===== src/rtl/regfile_wb_arbiter.sv =====
// Round-robin arbiter sharing the regfile write port among NREQ writeback sources,
// with a registered write port and a pending-destination scoreboard for RAW stalls.
module regfile_wb_arbiter #(
  parameter int NREQ = 3,
  parameter int XLEN = 32,
  parameter int AW   = 5
) (
  input  logic                 i_clk,
  input  logic                 i_reset,
  input  logic [NREQ-1:0]      i_req_valid,
  output logic [NREQ-1:0]      o_req_ready,
  input  logic [NREQ*AW-1:0]   i_req_rd,
  input  logic [NREQ*XLEN-1:0] i_req_data,
  output logic                 o_wr_en,
  output logic [AW-1:0]        o_wr_addr,
  output logic [XLEN-1:0]      o_wr_data,
  input  logic                 i_issue_valid,
  input  logic [AW-1:0]        i_issue_rd,
  input  logic [AW-1:0]        i_rs1,
  input  logic [AW-1:0]        i_rs2,
  output logic                 o_stall
);

  localparam int PW   = (NREQ > 1) ? $clog2(NREQ) : 1;
  localparam int NREG = 2**AW;

  logic [PW-1:0]   r_ptr;
  logic            r_wr_en;
  logic [AW-1:0]   r_wr_addr;
  logic [XLEN-1:0] r_wr_data;
  logic [NREG-1:0] r_busy;

  logic [NREG-1:0] w_busy_nxt;
  logic [NREQ-1:0] w_ready;
  logic            w_any;
  logic [PW-1:0]   w_gnt;
  logic [PW:0]     w_j;
  logic [AW-1:0]   w_sel_rd;
  logic [XLEN-1:0] w_sel_data;
  logic [PW-1:0]   w_ptr_nxt;

  // Scan from the pointer upward with wrap; the first valid requester wins.
  always_comb begin
    w_ready    = '0;
    w_any      = 1'b0;
    w_gnt      = '0;
    w_sel_rd   = '0;
    w_sel_data = '0;
    w_j        = '0;
    for (int k = 0; k < NREQ; k++) begin
      w_j = {1'b0, r_ptr} + (PW+1)'(k);
      if (w_j >= (PW+1)'(NREQ)) w_j = w_j - (PW+1)'(NREQ);
      if (!w_any && i_req_valid[w_j]) begin
        w_any        = 1'b1;
        w_gnt        = w_j[PW-1:0];
        w_ready[w_j] = 1'b1;
        w_sel_rd     = i_req_rd[int'(w_j)*AW +: AW];
        w_sel_data   = i_req_data[int'(w_j)*XLEN +: XLEN];
      end
    end
    if (i_reset) begin
      w_ready = '0;
      w_any   = 1'b0;
    end
  end

  assign w_ptr_nxt = (w_gnt == PW'(NREQ-1)) ? '0 : w_gnt + PW'(1);

  // A new producer issued in the same cycle as the retiring write keeps the reg busy.
  always_comb begin
    w_busy_nxt = r_busy;
    if (r_wr_en) w_busy_nxt[r_wr_addr] = 1'b0;
    if (i_issue_valid && (i_issue_rd != '0)) w_busy_nxt[i_issue_rd] = 1'b1;
    w_busy_nxt[0] = 1'b0;
  end

  always_ff @(posedge i_clk) begin
    if (i_reset) begin
      r_ptr     <= '0;
      r_wr_en   <= 1'b0;
      r_wr_addr <= '0;
      r_wr_data <= '0;
      r_busy    <= '0;
    end else begin
      r_busy <= w_busy_nxt;
      if (w_any) begin
        r_ptr   <= w_ptr_nxt;
        r_wr_en <= (w_sel_rd != '0);
        if (w_sel_rd != '0) begin
          r_wr_addr <= w_sel_rd;
          r_wr_data <= w_sel_data;
        end
      end else begin
        r_wr_en <= 1'b0;
      end
    end
  end

  assign o_req_ready = w_ready;
  assign o_wr_en     = r_wr_en;
  assign o_wr_addr   = r_wr_addr;
  assign o_wr_data   = r_wr_data;
  assign o_stall     = ((i_rs1 != '0) && r_busy[i_rs1]) || ((i_rs2 != '0) && r_busy[i_rs2]);

endmodule


===== config.mk =====
export PLATFORM = sky130hd
export DESIGN_NAME = regfile_wb_arbiter
export DESIGN_NICKNAME = d
export VERILOG_FILES = /design/src/rtl/regfile_wb_arbiter.sv
export SDC_FILE = /design/constraint.sdc
export NUM_CORES = 1
export LEC_CHECK = 0
export BUFFER_PORTS_ARGS = -buffer_cell sky130_fd_sc_hd__clkbuf_2
export CAP_MARGIN = 40
export CORE_AREA = 2 2 113 115
export CTS_CLUSTER_DIAMETER = 30
export CTS_CLUSTER_SIZE = 10
export DETAILED_ROUTE_END_ITERATION = 7
export DIE_AREA = 0 0 115 117
export GPL_ROUTABILITY_DRIVEN = 0
export HOLD_SLACK_MARGIN = 0.1
export PLACE_DENSITY = 0.88
export SLEW_MARGIN = 20
export SYNTH_ARGS = -nofsm -noshare
export SYNTH_HDL_FRONTEND = slang
export SYNTH_SLANG_ARGS = --single-unit

===== constraint.sdc =====
create_clock -name i_clk -period 3 [get_ports i_clk]
set_input_delay 0.15 -clock i_clk [delete_from_list [all_inputs] [get_ports i_clk]]
set_output_delay 0.15 -clock i_clk [all_outputs]
set_load 0.01 [all_outputs]

==> metrics.txt <==
outcome=completed; Startpoint Class=flip-flop; vias in the first global route=7070; gr ovfl total=0; Seq/Total Area, Yosys=21.46%; P_sw=2.451 mW; placed cells=about 1100; share of layout cells above drive strength 1=~29%; combinational fraction of design power=55.4%; number of flops mapped to enable cells by yosys=0; Clk pin slew, worst setup/hold paths=0.05 ns; CTS Buf Count=9; # Max-Cap Violations=0; DRT Pass-1 Iters=5; clock latency on the worst-skew pair=0.33 ns; final worst path period need=about 2.8 ns; area of the core=between 10000 and 15000 sq um; worst path required time=3.20 ns; drt wl/cell=approximately 18 microns; Max Slew Vio Count=0; Die H=117 microns; DRC Markers=0; Worst Path Max Fanout=33; crit path DAT=~3 ns; FF-to-FF Start=r_ptr[0]; Pwr Density=697.5 nW/um^2; CTS tree=done; routed via count=7368; worst hold endpoint=r_busy[12]; Switching Share=between 40 and 50%; die area=13460 sq um; Slew @ Worst Pin=between 0.6 and 0.7 ns; worst r2r path cells=11; # port buffers=173; Pleak=roughly 3.2 nW; TNS Setup=0 ns; Seq pwr share=24.0%; Initial Util=53.80%; die width=115 microns; Sink Count=71; drt via density=between 6 and 7; Final Skew=0.009115 ns; Clock Tree Buf Depth=2; Mapped Area=6624 sq um; fin crit share=between 90% and 100%; largest net degree at the start of global routing=83; R2R Path End=o_wr_data[16]; final setup fails=0; Total GRT Usage=31.26%; Top FF cell, synth=dfxtp_1; DP Wirelength=between 10000 and 15000 microns; Layout area overhead=21.40%; # H-tree levels=3; Cell Count, Final, Fillers Out=1159; Worst Hold Class=primary input to flip-flop; drt first-iter violations=869; Ports=174; min-delay src=i_issue_rd[1]; slew margin rel.=approximately 54%; clock root cell=clkbuf_16; hold depth=4; Fmax=352.0 MHz; global-route wire length before repair=roughly 34000 microns; library cells used by synthesis=48; flip-flop and latch count after synthesis=71; area leader, netlist=dfxtp_1; CTS Hold Buffers Added=0; Syn Nets=1006; Int Power=roughly 3.2 mW; Avg Cell Area, Syn=about 7.6 sq um; CP Capture Type=flip-flop; n_diodes=0; final wirelength=21330 microns; final hold violations=0; top cell type's share of synthesized area=21.46%; RSZ-0062 raised after global routing=no; Rows=41; Layout Nets=1143; Max IR drop VDD=0.3303 mV; Warnings, synthesis=0; clock power share=20.6%; Util after Layout=65.32%; top cells by area, synth=dfxtp_1 (21%), mux2i_1 (17%), a21oi_1 (13%), mux4_2 (6.1%), a211oi_2 (5.3%); initial antenna violation count=0; CP Class=flip-flop to flip-flop; Antenna Nets Post-Route=0; Syn Inst Count=868; Async S/R FF share, synth=0%; flop2flop setup slack=around 0.16 ns
[routing by layer]
layer / up-vias / global-route usage (%) / part of all wire, %
met5: - / 0 / 0
met4: 0 / 16.55 / 3.7
met3: 74 / 6.746 / 9.0
met2: 425 / 53.41 / 49
met1: 3378 / 36.98 / 38
li1: 3491 / - / -
[synthesized netlist by cell type, types with 2 or more instances]
| library cell | count |
|---|---|
| a211oi_1 | 5 |
| a211oi_2 | 28 |
| a21oi_1 | 167 |
| a31oi_1 | 7 |
| and3_1 | 2 |
| buf_1 | 4 |
| buf_2 | 22 |
| buf_4 | 2 |
| buf_6 | 3 |
| clkbuf_1 | 45 |
| dfxtp_1 | 71 |
| ha_1 | 6 |
| inv_1 | 33 |
| mux2_2 | 2 |
| mux2i_1 | 115 |
| mux4_2 | 18 |
| nand2_1 | 83 |
| nand3_1 | 5 |
| nand3b_1 | 7 |
| nand4_1 | 4 |
| nor2_1 | 88 |
| nor2b_1 | 7 |
| nor3_1 | 4 |
| nor3b_1 | 5 |
| o211ai_2 | 4 |
| o21a_1 | 2 |
| o21ai_0 | 68 |
| o21ai_1 | 2 |
| o221ai_1 | 31 |
| o22ai_1 | 2 |
| o2bb2ai_1 | 7 |
| or3b_2 | 3 |
[repair_timing]
item	CTS	global route
pin swaps	0	2
gates cloned	0	1
gates resized for setup	1	11
setup endpoints to repair	1	36
buffers inserted	0	2
[sequential cells by signal (all words and copies together), names as in the netlist]
signal,cells
o_wr_addr,5
o_wr_data,32
o_wr_en,1
r_busy,31
r_ptr,2
[cells in the final DEF, fill, tap and decap left out, drive strengths merged, types with 3 or more instances in the layout]
cell type,n
nand3,5
ha,6
mux4,18
dfxtp,71
a31oi,7
o211ai,4
o2bb2ai,8
a21oi,167
nor2b,7
o21ai,72
nor3b,5
mux2i,116
inv,34
o221ai,31
nor2,88
nand4,4
nand2,83
or3b,3
buf,30
nand3b,7
nor3,5
a211oi,33
clkbuf,182
[metrics by stage]
stage	setup slack, ns	hold slack [ns]	cell area [sq um]	power (mW)
finish	0.1590	0.1847	8041	5.609
global route	0.002458	0.1946	8041	5.955
CTS	0.03897	0.1769	7978	5.518
detailed placement	0.01847	0.4586	7654	4.347
global placement	0.1266	0.4512	7621	4.271
floorplan	0.2866	0.3470	6624	3.439
[power by group through the flow]
stage	Clock, mW	Combinational [mW]	Sequential (mW)
6_report	1.15	3.11	1.35
5_1_grt	1.20	3.39	1.37
2_1_floorplan	0	2.07	1.37
3_5_place_dp	0	2.99	1.35
4_1_cts	1.16	3.02	1.34
3_3_place_gp	0	2.92	1.35
[worst max-delay path, stage by stage, from the launching register on]
cell       delay [ns]
dfxtp_2          0.41
inv_1            0.12
ha_4             0.36
buf_4            0.24
mux2i_1          0.21
o2bb2ai_1        0.09
nand4_1          0.12
o211ai_2         0.18
nor4_4           0.40
and2_2           0.23
buf_12           0.23
a211oi_2         0.11
[final cells by class]
class,instances,area [sq um]
Clock inverter,5,81.33
Inverter,33,123.9
Fill cell,1018,4270
Multi-Input combinational cell,688,4825
Timing Repair Buffer,202,1161
Clock buffer,10,239.0
Sequential cell,71,1424
Tap cell,150,187.7
[cell families after synthesis]
logic type / synth area share (%)
XOR/XNOR: 0.1322
AND/OR/NAND/NOR: 14.64
multiplexers: 24.05
adder cells (fa/ha/maj): 1.133
buffers and inverters: 7.121
flip-flops: 21.46
AO/OA/AOI/OAI: 31.47
[worst max-delay path by stage]
stage / cells past startpoint / start / slack, ns / end
2_1_floorplan: 12 / r_ptr[0] / 0.29 / o_wr_data[12]
6_report: 11 / r_ptr[0] / 0.16 / o_wr_data[16]
4_1_cts: 12 / r_ptr[0] / 0.04 / o_wr_data[30]
3_3_place_gp: 11 / r_ptr[0] / 0.13 / o_wr_data[20]
5_1_grt: 12 / r_ptr[0] / 0.002 / o_wr_data[23]
3_5_place_dp: 11 / r_ptr[0] / 0.02 / o_wr_data[30]
Power figures use the tool's default switching activity.
